[config.mk]
export PLATFORM = sky130hd
export DESIGN_NAME = load_store_unit_flat
export DESIGN_NICKNAME = d
export VERILOG_FILES = /design/src/rtl/load_store_unit_if.sv /design/src/rtl/load_store_unit.sv /design/src/flat_wrapper.sv
export SDC_FILE = /design/constraint.sdc
export NUM_CORES = 1
export LEC_CHECK = 0
export CAP_MARGIN = 25
export CORE_ASPECT_RATIO = 0.8
export CORE_UTILIZATION = 40
export CTS_CLUSTER_DIAMETER = 60
export DETAILED_ROUTE_END_ITERATION = 8
export GPL_TIMING_DRIVEN = 0
export MAX_ROUTING_LAYER = met4
export PLACE_DENSITY = 0.73
export SLEW_MARGIN = 20
export SYNTH_ARGS = -nofsm -noshare
export SYNTH_HDL_FRONTEND = slang
export SYNTH_SLANG_ARGS = --single-unit
[constraint.sdc]
create_clock -name clock -period 5.4 [get_ports clock]
set_clock_uncertainty 0.15 [all_clocks]
set_input_delay 0.81 -clock clock [delete_from_list [all_inputs] [get_ports clock]]
set_output_delay 0.81 -clock clock [all_outputs]
set_load 0.05 [all_outputs]
[src/rtl/load_store_unit_if.sv]
// Request and data-memory bus of the load/store unit.
// The slave modport is the unit itself; the master modport is the requester/memory side.
interface load_store_unit_if;
   logic        req;
   logic        write;
   logic [2:0]  op;
   logic [31:0] addr;
   logic [31:0] wdata;
   logic        busy;
   logic        done;
   logic        err;
   logic [31:0] rdata;
   logic        MemoryRead;
   logic        MemoryWrite;
   logic [31:0] MemoryAddress;
   logic [31:0] MemoryWriteData;
   logic [31:0] MemoryReadData;

   modport slave (
      input  req, write, op, addr, wdata, MemoryReadData,
      output busy, done, err, rdata,
      output MemoryRead, MemoryWrite, MemoryAddress, MemoryWriteData
   );

   modport master (
      output req, write, op, addr, wdata, MemoryReadData,
      input  busy, done, err, rdata,
      input  MemoryRead, MemoryWrite, MemoryAddress, MemoryWriteData
   );
endinterface

[src/rtl/load_store_unit.sv]
// Single-outstanding load/store initiator for a big-endian byte-addressed memory; done after 1 (error),
// RD_LAT+1 (load), 2 (word store) or RD_LAT+2 (sub-word store) edges; requests are ignored while busy.
module load_store_unit #(
   parameter int unsigned DM_SIZE = 1024,
   parameter int unsigned RD_LAT  = 1
) (
   input  logic              clock,
   input  logic              reset_n,
   load_store_unit_if.slave  bus
);

   typedef enum logic [1:0] {IDLE, READ, WRITE, DONE} state_t;

   state_t      state;
   state_t      state_nxt;
   logic [3:0]  lat_cnt;
   logic        lat_last;

   logic        write_q;
   logic        uns_q;
   logic        err_q;
   logic [1:0]  size_q;
   logic [1:0]  off_q;
   logic [15:0] wdata_q;
   logic [31:0] rdata_q;
   logic [31:0] maddr_q;
   logic [31:0] mwdata_q;

   logic [31:0] waddr;
   logic [32:0] last_byte;
   logic        req_bad;
   logic [7:0]  lane_b;
   logic [15:0] lane_h;
   logic [31:0] load_val;
   logic [31:0] merge_val;

   assign waddr     = {bus.addr[31:2], 2'b00};
   assign last_byte = {1'b0, waddr} + 33'd3;
   assign lat_last  = (lat_cnt == 4'(RD_LAT - 1));

   // Rejection is decided from the raw request so the error path never touches memory.
   always_comb begin
      req_bad = 1'b0;
      if (bus.op == 3'd3 || bus.op == 3'd6 || bus.op == 3'd7)
         req_bad = 1'b1;
      if (bus.op[1:0] == 2'd1 && bus.addr[0])
         req_bad = 1'b1;
      if (bus.op[1:0] == 2'd2 && bus.addr[1:0] != 2'b00)
         req_bad = 1'b1;
      if (last_byte >= 33'(DM_SIZE))
         req_bad = 1'b1;
   end

   always_ff @(posedge clock) begin
      if (!reset_n)
         state <= IDLE;
      else
         state <= state_nxt;
   end

   always_comb begin
      state_nxt = state;
      unique case (state)
         IDLE: begin
            if (bus.req) begin
               if (req_bad)
                  state_nxt = DONE;
               else if (bus.write && bus.op[1:0] == 2'd2)
                  state_nxt = WRITE;
               else
                  state_nxt = READ;
            end
         end
         READ: begin
            if (lat_last)
               state_nxt = write_q ? WRITE : DONE;
         end
         WRITE:   state_nxt = DONE;
         DONE:    state_nxt = IDLE;
         default: state_nxt = IDLE;
      endcase
   end

   always_comb begin
      bus.busy        = (state != IDLE);
      bus.done        = (state == DONE);
      bus.err         = (state == DONE) && err_q;
      bus.MemoryRead  = (state == READ);
      bus.MemoryWrite = (state == WRITE);
   end

   assign bus.rdata           = rdata_q;
   assign bus.MemoryAddress   = maddr_q;
   assign bus.MemoryWriteData = mwdata_q;

   always_ff @(posedge clock) begin
      if (!reset_n)
         lat_cnt <= 4'd0;
      else if (state == READ && !lat_last)
         lat_cnt <= lat_cnt + 4'd1;
      else
         lat_cnt <= 4'd0;
   end

   // Lane 0 is the most significant byte of the memory word.
   always_comb begin
      lane_b = 8'd0;
      unique case (off_q)
         2'd0: lane_b = bus.MemoryReadData[31:24];
         2'd1: lane_b = bus.MemoryReadData[23:16];
         2'd2: lane_b = bus.MemoryReadData[15:8];
         2'd3: lane_b = bus.MemoryReadData[7:0];
      endcase
      lane_h = off_q[1] ? bus.MemoryReadData[15:0] : bus.MemoryReadData[31:16];

      load_val = bus.MemoryReadData;
      if (size_q == 2'd0)
         load_val = uns_q ? {24'd0, lane_b} : {{24{lane_b[7]}}, lane_b};
      else if (size_q == 2'd1)
         load_val = uns_q ? {16'd0, lane_h} : {{16{lane_h[15]}}, lane_h};
   end

   always_comb begin
      merge_val = bus.MemoryReadData;
      if (size_q == 2'd0) begin
         unique case (off_q)
            2'd0: merge_val[31:24] = wdata_q[7:0];
            2'd1: merge_val[23:16] = wdata_q[7:0];
            2'd2: merge_val[15:8]  = wdata_q[7:0];
            2'd3: merge_val[7:0]   = wdata_q[7:0];
         endcase
      end else if (off_q[1]) begin
         merge_val[15:0] = wdata_q;
      end else begin
         merge_val[31:16] = wdata_q;
      end
   end

   always_ff @(posedge clock) begin
      if (!reset_n) begin
         write_q  <= 1'b0;
         uns_q    <= 1'b0;
         err_q    <= 1'b0;
         size_q   <= 2'd0;
         off_q    <= 2'd0;
         wdata_q  <= 16'd0;
         rdata_q  <= 32'd0;
         maddr_q  <= 32'd0;
         mwdata_q <= 32'd0;
      end else begin
         if (state == IDLE && bus.req) begin
            write_q <= bus.write;
            uns_q   <= bus.op[2];
            err_q   <= req_bad;
            size_q  <= bus.op[1:0];
            off_q   <= bus.addr[1:0];
            wdata_q <= bus.wdata[15:0];
            if (!req_bad) begin
               maddr_q  <= waddr;
               mwdata_q <= bus.wdata;
            end
         end
         // Sub-word stores reuse the read beat to build the word that WRITE puts on the bus.
         if (state == READ && lat_last) begin
            if (write_q)
               mwdata_q <= merge_val;
            else
               rdata_q <= load_val;
         end
      end
   end

endmodule

[src/flat_wrapper.sv]
// flat-port wrapper written by rule: the top's interface ports become plain ports
module load_store_unit_flat 
#(
   parameter int unsigned DM_SIZE = 1024,
   parameter int unsigned RD_LAT  = 1
)
  (clock, reset_n, bus_req, bus_write, bus_op, bus_addr, bus_wdata, bus_MemoryReadData, bus_busy, bus_done, bus_err, bus_rdata, bus_MemoryRead, bus_MemoryWrite, bus_MemoryAddress, bus_MemoryWriteData);
  load_store_unit_if bus_i ();
  input  logic clock;
  input  logic reset_n;
  input wire logic [$bits(bus_i.req)-1:0] bus_req;
  input wire logic [$bits(bus_i.write)-1:0] bus_write;
  input wire logic [$bits(bus_i.op)-1:0] bus_op;
  input wire logic [$bits(bus_i.addr)-1:0] bus_addr;
  input wire logic [$bits(bus_i.wdata)-1:0] bus_wdata;
  input wire logic [$bits(bus_i.MemoryReadData)-1:0] bus_MemoryReadData;
  output wire logic [$bits(bus_i.busy)-1:0] bus_busy;
  output wire logic [$bits(bus_i.done)-1:0] bus_done;
  output wire logic [$bits(bus_i.err)-1:0] bus_err;
  output wire logic [$bits(bus_i.rdata)-1:0] bus_rdata;
  output wire logic [$bits(bus_i.MemoryRead)-1:0] bus_MemoryRead;
  output wire logic [$bits(bus_i.MemoryWrite)-1:0] bus_MemoryWrite;
  output wire logic [$bits(bus_i.MemoryAddress)-1:0] bus_MemoryAddress;
  output wire logic [$bits(bus_i.MemoryWriteData)-1:0] bus_MemoryWriteData;
  assign bus_i.req = bus_req;
  assign bus_i.write = bus_write;
  assign bus_i.op = bus_op;
  assign bus_i.addr = bus_addr;
  assign bus_i.wdata = bus_wdata;
  assign bus_i.MemoryReadData = bus_MemoryReadData;
  assign bus_busy = bus_i.busy;
  assign bus_done = bus_i.done;
  assign bus_err = bus_i.err;
  assign bus_rdata = bus_i.rdata;
  assign bus_MemoryRead = bus_i.MemoryRead;
  assign bus_MemoryWrite = bus_i.MemoryWrite;
  assign bus_MemoryAddress = bus_i.MemoryAddress;
  assign bus_MemoryWriteData = bus_i.MemoryWriteData;
  load_store_unit #(.DM_SIZE(DM_SIZE), .RD_LAT(RD_LAT)) u_core (.clock(clock), .reset_n(reset_n), .bus(bus_i));
endmodule
# Word-level counts from Yosys, hierarchy flattened

Cells that the tools add are included.

Output and inout port bits: 101
Bits in registers: 123
Input port bits: 103

$add $sub $neg: 2
Equal/unequal tests: 14
$lt $le $gt $ge: 1
Muxes and demuxes: 27
Reductions and logical operators: 20
Bitwise gates (word level): 2

Operators with widths:

| cell                  | number |
|---|---|
| $mux 32               | 9 |
| $mux 16               | 3 |
| $add 32x2->33 const B | 1 |
| $ge 33x11->1 const B  | 1 |
| $mux 8                | 4 |
| $pmux 8 s4            | 1 |
| $eq 2x2->1 const B    | 5 |
| $eq 2x1->1 const B    | 4 |
| $mux 2                | 4 |
| $pmux 2 s4            | 1 |
| $reduce_and 2->1      | 4 |
| $logic_and 1x1->1     | 7 |
| $eq 3x3->1 const B    | 2 |
| $logic_not 2->1       | 3 |
| $mux 1                | 5 |
| $add 4x1->4 const B   | 1 |
| $logic_not 4->1       | 1 |
| $reduce_bool 2->1     | 2 |
| $eq 3x2->1 const B    | 1 |
| $logic_or 1x1->1      | 2 |
| $ne 2x1->1 const B    | 1 |
| $ne 2x2->1 const B    | 1 |
| $not 1->1             | 2 |
| $logic_not 1->1       | 1 |

# Depth between registers and ports, before layout

Depth after elaboration: 11
Mapped depth: 9

# Worst setup path before layout

No wires, ideal clock.

Path kind: reg2reg
Start point: reg u_core.state[1]
End point: reg u_core.rdata_q[16], in the netlist u_core.bus.rdata[16]
Setup slack: 2.826 ns
Stages on the path, launching flop included: 9
Setup time: 0.122 ns
Period minus slack after synthesis: 2.574 ns
Arrival time: 2.302 ns
Required time: 5.128 ns
Cells stage by stage: dfxtp_1 -> inv_1 -> ha_1 -> nand4bb_1 -> nor2_1 -> a21boi_2 -> o41a_1 -> buf_2 -> a21oi_1

Longest elaborated chain between the ends: 3

RTL lines:

| what                       | RTL line               | source |
|---|---|---|
| start: declaration         | load_store_unit.sv:14  | `state_t state;` |
| start signal: assignment   | load_store_unit.sv:58  | `state <= state_nxt;` |
| $eq 2x1->1                 | --                     |  |
| net bus_MemoryRead         | flat_wrapper.sv:21     | `output wire logic [$bits(bus_i.MemoryRead)-1:0] bus_MemoryRead;` |
| $logic_and 1x1->1          | load_store_unit.sv:164 | `if (state == READ && lat_last) begin` |
| $reduce_and 2->1 (no line) | --                     |  |
| end signal: assignment     | load_store_unit.sv:168 | `rdata_q <= load_val;` |
| end: declaration           | load_store_unit.sv:25  | `logic [31:0] rdata_q;` |

The timed path passes the listed nets, and every way through them passes these cells.
A chain may end at the register's enable or synchronous reset.

# Worst setup path after layout

Start point: reg u_core.state[0]
End point: out bus_busy

Longest elaborated chain between the ends: 1

RTL lines:

| what              | RTL line              | source |
|---|---|---|
| $reduce_bool 2->1 | load_store_unit.sv:85 | `bus.busy = (state != IDLE);` |
| end: declaration  | flat_wrapper.sv:17    | `output wire logic [$bits(bus_i.busy)-1:0] bus_busy;` |

No other way between the ends.

==> run_summary.xml <==
<?xml version="1.0" encoding="UTF-8"?>
<metrics>
  <group name="clock_network">
    <metric name="cts_root_buffer" unit="">sky130_fd_sc_hd__clkbuf_16</metric>
    <metric name="worst_skew_pair.late_latency" unit="ns">0.42</metric>
    <metric name="cts_tree" unit="">yes</metric>
    <metric name="cts_sinks" unit="">123</metric>
    <metric name="clock_tree.htree_level_count" unit="">4</metric>
    <metric name="hold_buffers" unit="">0</metric>
    <metric name="cts_max_path_buffers" unit="">2</metric>
    <metric name="post_cts.repair.setup_buffers" unit="">0</metric>
    <metric name="path_clk_slew" unit="ns">0.06</metric>
    <metric name="cts_buffers" unit="">17</metric>
    <metric name="gates_resized_cts_repair" unit="">0</metric>
  </group>
  <group name="grt">
    <metric name="track_usage" unit="%">28.77</metric>
    <metric name="number_of_global_route_vias_before_repair" unit="">5364</metric>
    <metric name="grt-ovfl-total" unit="">0</metric>
    <metric name="grt_first_pass_wirelength" unit="mm">29.88</metric>
    <metric name="grt_max_degree" unit="">17</metric>
    <metric name="antenna_found_initial" unit="">0</metric>
  </group>
  <group name="yosys">
    <metric name="sequential_area_share_after_synthesis" unit="%">44.92</metric>
    <metric name="synth.largest_area_cell" unit="">sky130_fd_sc_hd__dfxtp_1</metric>
    <metric name="yosys_most_used_dff" unit="">sky130_fd_sc_hd__dfxtp_1</metric>
    <metric name="synth_area" unit="µm²">5482</metric>
    <metric name="synth_async_sr_flop_share" unit="%">0</metric>
    <metric name="post-synth-top-area-fraction" unit="%">44.92</metric>
    <metric name="synth-edff-count" unit="">0</metric>
    <metric name="main_area_contributors_after_synthesis" unit="">sky130_fd_sc_hd__dfxtp_1 45%, sky130_fd_sc_hd__mux2i_1 7.9%, sky130_fd_sc_hd__nand2_1 6.2%</metric>
    <metric name="mean_cell_area_of_the_mapped_netlist" unit="µm²">9.151</metric>
    <metric name="synthesized_netlist_cell_count" unit="">599</metric>
    <metric name="synth.ff_latch_count" unit="">123</metric>
    <metric name="yosysWarnings" unit="">0</metric>
    <metric name="synth_cell_types" unit="">51</metric>
  </group>
  <group name="critical_path">
    <metric name="cp_max_fo" unit="">4</metric>
    <metric name="critPathArrivalTime" unit="ns">2.05</metric>
    <metric name="startpoint_class_of_the_critical_path" unit="">register</metric>
    <metric name="cp.required" unit="ns">4.44</metric>
    <metric name="critPathSlowestCell" unit="">sky130_fd_sc_hd__clkdlybuf4s50_1</metric>
    <metric name="end_kind" unit="">output pin</metric>
    <metric name="critical_path.top_delay_family" unit="">buffers and inverters</metric>
    <metric name="cp_common_cell" unit="">sky130_fd_sc_hd__inv_1</metric>
    <metric name="critical-path-max-stage-delay" unit="ns">0.81</metric>
    <metric name="critical_path_class" unit="">reg -&gt; out</metric>
    <metric name="worstPathBufferInverterCount" unit="">3</metric>
    <metric name="critical_path_cell_by_cell" unit="">inv_1 &gt; ha_1 &gt; inv_1 &gt; clkdlybuf4s50_1</metric>
  </group>
  <group name="routing">
    <metric name="dr_total_vias" unit="">5537</metric>
    <metric name="drt_wirelength" unit="mm">19.56</metric>
    <metric name="first_pass_iters" unit="">5</metric>
    <metric name="drc" unit="">0</metric>
    <metric name="avgRoutedWirePerCell" unit="µm">19.42</metric>
    <metric name="ant_nets" unit="">0</metric>
    <metric name="vias_per_cell" unit="">5.499</metric>
    <metric name="drt_iter0_drc" unit="">434</metric>
  </group>
  <group name="die">
    <metric name="die_area" unit="µm²">14180</metric>
    <metric name="dieHeight" unit="µm">106.7</metric>
    <metric name="die_width" unit="µm">132.9</metric>
    <metric name="fp-row-count" unit="">37</metric>
    <metric name="design.core.area" unit="µm²">13100</metric>
    <metric name="floorplan.initialDensity" unit="%">41.84</metric>
    <metric name="top_level_ports" unit="">204</metric>
  </group>
  <group name="cells_and_area">
    <metric name="fillerInstances" unit="">1083</metric>
    <metric name="register_area" unit="µm²">2462</metric>
    <metric name="area_delta_synth_final" unit="%">52.68</metric>
    <metric name="number_of_diodes" unit="">0</metric>
    <metric name="multiInputGateArea" unit="µm²">2785</metric>
    <metric name="fin_nets" unit="">930</metric>
    <metric name="postLayoutCellArea" unit="µm²">8369</metric>
    <metric name="final_layout_size_suffix_gt1_share" unit="%">9.976</metric>
  </group>
  <group name="timing">
    <metric name="rsz0062_at_grt" unit="">no</metric>
    <metric name="setup_violations" unit="">0</metric>
    <metric name="finalMaxSlewViolations" unit="">0</metric>
    <metric name="post-route-min-period" unit="ns">3.006</metric>
    <metric name="fin_tns_setup" unit="ns">0</metric>
    <metric name="slew_hr" unit="%">48.99</metric>
    <metric name="worstMarginPinSlew" unit="ns">0.7627</metric>
    <metric name="max_clock_freq" unit="MHz">332.6</metric>
    <metric name="report.final.hold_viol_count" unit="">0</metric>
    <metric name="period_share" unit="%">55.67</metric>
  </group>
  <group name="job">
    <metric name="max_cap_violations" unit="">0</metric>
  </group>
  <group name="placement">
    <metric name="gp_congestion" unit="">0.8937</metric>
    <metric name="dpl.hpwl" unit="mm">14.95</metric>
    <metric name="portBuffers" unit="">200</metric>
    <metric name="post_place_instance_area" unit="µm²">7706</metric>
  </group>
  <group name="outcome">
    <metric name="status" unit="">finished clean</metric>
  </group>
  <group name="pwr">
    <metric name="vdd_ir_drop_max" unit="mV">0.2638</metric>
    <metric name="post-layout-total-power" unit="mW">3.818</metric>
    <metric name="p_per_area" unit="nW/µm²">456.2</metric>
    <metric name="leakage" unit="nW">3.238</metric>
  </group>
  <group name="worst_hold_path">
    <metric name="holdCritPathClass" unit="">reg -&gt; reg</metric>
  </group>
</metrics>
per-stage QoR:
stage | instances | setup WS [ns] | utilization, % | hold WS, ns
2_1_floorplan | 600 | 2.826 | - | 0.2797
3_5_place_dp | 975 | 2.050 | 58.82 | 0.2980
3_3_place_gp | 975 | 2.075 | 58.82 | 0.2888
5_1_grt | 1007 | 2.258 | 63.88 | 0.3113
6_report | 1007 | 2.394 | 63.88 | 0.2978
4_1_cts | 1006 | 2.384 | 63.84 | 0.3051
tightest hold or removal path, delay by kind of cell, from the launching register on:
family | cells | cell delay [ns]
simple gates | 2 | 0.10
flops | 1 | 0.30
layout make-up:
| class | count | area share (%) |
|---|---|---|
| buffer | 46 | 2.482 |
| clock buffer | 20 | 5.576 |
| clock inverter | 11 | 2.287 |
| inverter | 8 | 0.3588 |
| multi-input combinational | 423 | 33.28 |
| sequential | 123 | 29.42 |
| tap | 175 | 2.616 |
| timing repair buffer | 201 | 23.98 |
per-layer routing:
metal	track usage (%)	share of wire (%)	wire length [µm]	vias up
met1	37.12	45	8749	2640
li1	-	-	-	2607
met5	-	0	0	-
met2	44.39	45	8862	272
met3	6.950	8.7	1699	18
met4	9.195	1.2	244	0
cell usage after synthesis, types with 8 or more instances:
cell type and instances:
sky130_fd_sc_hd__nand2_1 91, sky130_fd_sc_hd__and3_1 23, sky130_fd_sc_hd__o22ai_1 32, sky130_fd_sc_hd__nor2_1 34, sky130_fd_sc_hd__a21oi_1 34, sky130_fd_sc_hd__clkbuf_1 34
sky130_fd_sc_hd__a221o_1 8, sky130_fd_sc_hd__mux2i_1 43, sky130_fd_sc_hd__inv_1 8, sky130_fd_sc_hd__o21ai_0 42, sky130_fd_sc_hd__nand3_1 18, sky130_fd_sc_hd__a21boi_0 22
sky130_fd_sc_hd__o221a_2 16, sky130_fd_sc_hd__dfxtp_1 123
flip-flops by register name (all words and copies together) (netlist names), 2 cells and up:
register	cells
u_core.bus.MemoryAddress	30
u_core.lat_cnt	4
u_core.bus.rdata	32
u_core.off_q	2
u_core.state	2
u_core.bus.MemoryWriteData	32
u_core.size_q	2
u_core.wdata_q	16
kinds of logic after synthesis:
kind of cell / synth area share (%)
xor gates and xnor gates: 0.3196
AOI/OAI and AO/OA: 20.70
muxes: 12.17
other: 0.06841
and+or+nand+nor: 15.89
buffers and inverters: 4.337
DFF: 44.92
adders and majority gates: 1.598
where the power goes:
part / switching (mW) / internal, mW
registers: 0.0917 / 1.05
clock network: 0.410 / 0.851
logic: 0.922 / 0.491
path summary, 6_finish.rpt:
kind | cells past startpoint | from | slack (ns) | endpoint
min reg2reg | 2 | u_core.bus.MemoryAddress[2] | 0.30 | u_core.bus.MemoryAddress[2]
max reg2reg | 8 | u_core.state[1] | 2.46 | u_core.bus.rdata[24]
min | 2 | u_core.bus.MemoryAddress[2] | 0.30 | u_core.bus.MemoryAddress[2]
max | 4 | u_core.state[0] | 2.39 | bus_busy
placed cells by master, fill, tap and decap left out, types with 5 or more instances in the layout:
cell                                n
sky130_fd_sc_hd__o22ai_1           32
sky130_fd_sc_hd__nand3_1           18
sky130_fd_sc_hd__ha_1               7
sky130_fd_sc_hd__nor2_1            34
sky130_fd_sc_hd__clkbuf_1          34
sky130_fd_sc_hd__mux2i_1           43
sky130_fd_sc_hd__clkdlybuf4s50_1  200
sky130_fd_sc_hd__a21oi_1           34
sky130_fd_sc_hd__o221a_2           16
sky130_fd_sc_hd__mux4_2             7
sky130_fd_sc_hd__a21boi_0          22
sky130_fd_sc_hd__mux2_2             7
sky130_fd_sc_hd__nand2_1           91
sky130_fd_sc_hd__o21ai_0           42
sky130_fd_sc_hd__buf_2              5
sky130_fd_sc_hd__dfxtp_1          123
sky130_fd_sc_hd__and3_1            23
sky130_fd_sc_hd__bufinv_16          5
sky130_fd_sc_hd__inv_1              8
sky130_fd_sc_hd__a221o_1            8
sky130_fd_sc_hd__nor4_1             5
sky130_fd_sc_hd__clkbuf_16         17
Note: power is estimated with default switching activity, not from simulation.
==> RTL change 1, RTL diff (same settings) <==
Reset style: asynchronous (`reset_n`), changed in 3 clocked blocks.
--- a/src/rtl/load_store_unit.sv
+++ b/src/rtl/load_store_unit.sv
@@ -51,7 +51,7 @@
          req_bad = 1'b1;
    end
 
-   always_ff @(posedge clock) begin
+   always_ff @(posedge clock or negedge reset_n) begin
       if (!reset_n)
          state <= IDLE;
       else
@@ -93,7 +93,7 @@
    assign bus.MemoryAddress   = maddr_q;
    assign bus.MemoryWriteData = mwdata_q;
 
-   always_ff @(posedge clock) begin
+   always_ff @(posedge clock or negedge reset_n) begin
       if (!reset_n)
          lat_cnt <= 4'd0;
       else if (state == READ && !lat_last)
@@ -136,7 +136,7 @@
       end
    end
 
-   always_ff @(posedge clock) begin
+   always_ff @(posedge clock or negedge reset_n) begin
       if (!reset_n) begin
          write_q  <= 1'b0;
          uns_q    <= 1'b0;
Function: differs if reset_n is asserted again (counterexample within 4 cycles, from zero or initial values and one cycle with reset_n low); with reset_n held inactive, the same outputs for 4 cycles.
==> RTL change 1 against the original RTL <==
Cell area is 10% higher; die area is 14% higher; routed wire length is 9.3% higher; critical path type unchanged; global-route usage is 0.14 points lower; setup slack worse by 110 ps; sequential cell count stayed put; critical endpoint is now bus_MemoryRead; area after synthesis is 15% higher.
Power is not compared: it rests on default switching activity, and its combinational part moved more than twofold at a synthesized area within 25%.
==> RTL change 1: results (changes against the original RTL) <==
GPL Wtd Cong=0.945 (was 0.894); post-synthesis cell type count=55 (was 51); M2 GR Usage=40.4% (was 44.4%); Synth warnings=0 (unchanged); pre-CTS setup slack=1940 ps (was 2050 ps); worst skew pair latency=430 ps; Synth Area in Compound Gates=19.0% (was 20.7%); Final period util=57.7% (was 55.7%); Hold Path Class=in2async (was reg2reg); IO Port Bufs=201 (was 200); Crit Reg-Reg Startpoint=u_core.lat_cnt[0] (was u_core.state[1]); wire per inst=19.7 um (was 19.4 um); syn_area_per_cell=9.83 um2 (was 9.15 um2); total routed wirelength=21400 um (was 19600 um); Clock Tree Buf Depth=2 (unchanged); Inst Count DP=1052 (was 975); vias after detailed routing=6183 (was 5537); sequential element share of the synthesized area=49.0% (was 44.9%); vias in the first global route=6105 (was 5364); met3 WL=1990 um (was 1700 um); Top FF cell, synth=dfrtp_1 (was dfxtp_1); dpl hpwl=16100 um (was 15000 um); outcome=finished clean (unchanged); CP Launch Point=u_core.state[1] (was u_core.state[0]); WL met2=9230 um (was 8860 um); Async S/R FF share, synth=100% (was 0%); area share of fa/ha/maj cells after synthesis=1.39% (was 1.60%); layout cell share with drive strength beyond 1=9.73% (was 9.98%); post-synthesis mux area share=7.51% (was 12.2%); RR Endpoint=u_core.bus.MemoryWriteData[10] (was u_core.bus.rdata[24]); worst path arrival time=2150 ps (was 2050 ps); most frequent cells after synthesis=dfrtp_1, nand2_1, nor2_1 (was dfxtp_1, nand2_1, mux2i_1); top post-synthesis cells by area=dfrtp_1, nand2_1, o31ai_1, nand4_1, a31oi_1 (was dfxtp_1, mux2i_1, nand2_1, o21ai_0, o22ai_1); R2R setup slack=2730 ps (was 2460 ps); Worst-Margin Slew=716 ps (was 763 ps); DRT iter0 DRCs=551 (was 434); WHS=159 ps (was 298 ps); fin nets=971 (was 930); Worst Setup EP=bus_MemoryRead (was bus_busy); setup bufs post-CTS=0 (unchanged); area share of xor/xnor cells in the synthesized design=0.279% (was 0.320%); met3 usage=7.11% (was 6.95%); met1 WL=9500 um (was 8750 um); met1 Use GR=39.2% (was 37.1%)
## RTL change 1: changes by cell type after synthesis, sizes merged, moves of 22 or more
cell / change
dfrtp: +123
dfxtp: -123
nand4: +31
o22ai: -32
nor2b: +24
a21boi: -23
o21ai: -22
a31oi: +31
mux2i: -33
and3: -22
o31ai: +31
## RTL change 1: stage by stage
step                setup TNS, ps  area, um2  power [uW]
floorplan                       0       6280        3440
global route                    0       9220        5970
global placement          -182310       8560        4410
finish                          0       9220        5690
CTS                             0       9220        5690
detailed placement              0       8590        4440
## RTL change 1: final cells by class
cell class | count | area (um2)
Multi-Input combinational cell | 449 | 2900
Inverter | 9 | 33.8
Fill cell | 1298 | 5940
Tap cell | 210 | 263
Clock buffer | 17 | 425
Buffer | 59 | 270
Sequential cell | 123 | 3080
Timing Repair Buffer | 202 | 2040
Clock inverter | 15 | 213
## RTL change 1: worst max-delay path: stages (launching register included)
cell	delay, ps
dfrtp_1	400
inv_1	120
ha_1	330
clkdlybuf4s50_1	880
==> RTL change 2, RTL diff (same flow settings) <==
Without the edit above. `DM_SIZE` is set to 1024 in 2 places; all go to 768.
--- a/src/rtl/load_store_unit.sv
+++ b/src/rtl/load_store_unit.sv
@@ -1,7 +1,7 @@
 // Single-outstanding load/store initiator for a big-endian byte-addressed memory; done after 1 (error),
 // RD_LAT+1 (load), 2 (word store) or RD_LAT+2 (sub-word store) edges; requests are ignored while busy.
 module load_store_unit #(
-   parameter int unsigned DM_SIZE = 1024,
+   parameter int unsigned DM_SIZE = 768,
    parameter int unsigned RD_LAT  = 1
 ) (
    input  logic              clock,
--- a/src/flat_wrapper.sv
+++ b/src/flat_wrapper.sv
@@ -1,7 +1,7 @@
 // flat-port wrapper written by rule: the top's interface ports become plain ports
 module load_store_unit_flat 
 #(
-   parameter int unsigned DM_SIZE = 1024,
+   parameter int unsigned DM_SIZE = 768,
    parameter int unsigned RD_LAT  = 1
 )
   (clock, reset_n, bus_req, bus_write, bus_op, bus_addr, bus_wdata, bus_MemoryReadData, bus_busy, bus_done, bus_err, bus_rdata, bus_MemoryRead, bus_MemoryWrite, bus_MemoryAddress, bus_MemoryWriteData);
Behaviour: not the same (a bounded check fails within 4 cycles, from zero or initial values and one cycle with reset_n low).
==> RTL change 2 against the original RTL <==
Clock power decreased by 8%; cell area is essentially flat; setup slack worse by 99 ps; routed wire length is 1.2% higher; sequential cell count is the same; area after synthesis up 0.84%; power fell by 3.6%; via count grew 4.7%; largest power group unchanged; highest routed layer unchanged.
==> RTL change 2: results (changes against the original RTL) <==
routed vias/inst=5.49 (was 5.50); layout cell share with drive strength beyond 1=9.94% (was 9.98%); met3 WL=1680 um (was 1700 um); GPL Wtd Cong=0.939 (was 0.894); Crit-path slowest cell=nor4bb_1 (was clkdlybuf4s50_1); Lkg Pwr=0.00302 uW (was 0.00324 uW); M2 GR Usage=42.0% (was 44.4%); CP delay by family, top=compound AO/OA/AOI/OAI gates (was buffers and inverters); first-pass GRT wire length=30300 um (was 29900 um); met1 Use GR=39.3% (was 37.1%); hold_sp=u_core.bus.MemoryAddress[5] (was u_core.bus.MemoryAddress[2]); outcome=finished clean (unchanged); dpl hpwl=15400 um (was 15000 um); Max VDD drop=0.265 mV (was 0.264 mV); worst path arrival time=3240 ps (was 2050 ps); met1 WL=9150 um (was 8750 um); total routed wirelength=19800 um (was 19600 um); CP Launch Point=u_core.state[1] (was u_core.state[0]); R2R setup slack=2290 ps (was 2460 ps); Inst Count DP=1023 (was 975); Critical Path Fanout Max=10 (was 4); DRT iter0 DRCs=485 (was 434); sequential element share of the synthesized area=44.5% (was 44.9%); syn_area_per_cell=8.61 um2 (was 9.15 um2); Slew HR=57.9% (was 49.0%); post-synthesis cell type count=46 (was 51); Tot GR Track Use=28.7% (was 28.8%); WHS=304 ps (was 298 ps)
==> RTL change 2: changes by cell type in the layout (fill, tap and decap cells not counted), sizes merged, moves of 17 or more <==
cell    delta
nand2     +64
mux2i     -35
o22ai     -31
a21oi     +29
a21boi    -23
a31oi     +17
mux2      +17
==> RTL change 2: worst reg2reg max path, stage by stage, from the launching register on <==
cell and delay (ps):
dfxtp_1 340, inv_1 110, ha_1 260, nor4bb_1 490
nand2_1 370, a21oi_2 480, o21a_1 400, buf_2 290
a21oi_1 100
==> RTL change 2: final cells by class <==
class                   count  area [um2]
clock inverters            10         140
well taps                 180         225
plain buffers              52         267
flip-flops and latches    123        2460
repair buffers            200        2000
fillers                  1154        5140
inverters                  11        41.3
clock buffers              22         464
multi-input cells         457        2760
==> RTL change 2: where the power goes <==
group | switching, uW | leakage [uW] | internal [uW]
clock network | 412 | 0.000287 | 751
registers | 93.9 | 0.00100 | 1050
logic | 897 | 0.00173 | 476
==> RTL change 2: through the flow <==
step	setup WS (ps)	util [%]	instance area (um2)
after floorplan	2750	-	5530
after global placement	2040	57.5	7760
after detailed placement	1990	57.5	7760
after CTS	2400	61.9	8360
after global routing	2170	61.9	8360
final	2290	61.9	8360
==> RTL change 2: logic make-up (layout without fill, tap and decap cells) <==
logic type | Yosys count | in the layout | synth area share [%]
compound gates | 178 | 178 | 20.1
xor+xnor | 2 | 2 | 0.317
fa+ha+maj | 7 | 7 | 1.58
buf+inv | 63 | 295 | 5.57
flops | 123 | 123 | 44.5
mux | 40 | 40 | 9.60
other cells | 1 | 2 | 0.0678
simple gates | 228 | 228 | 18.2
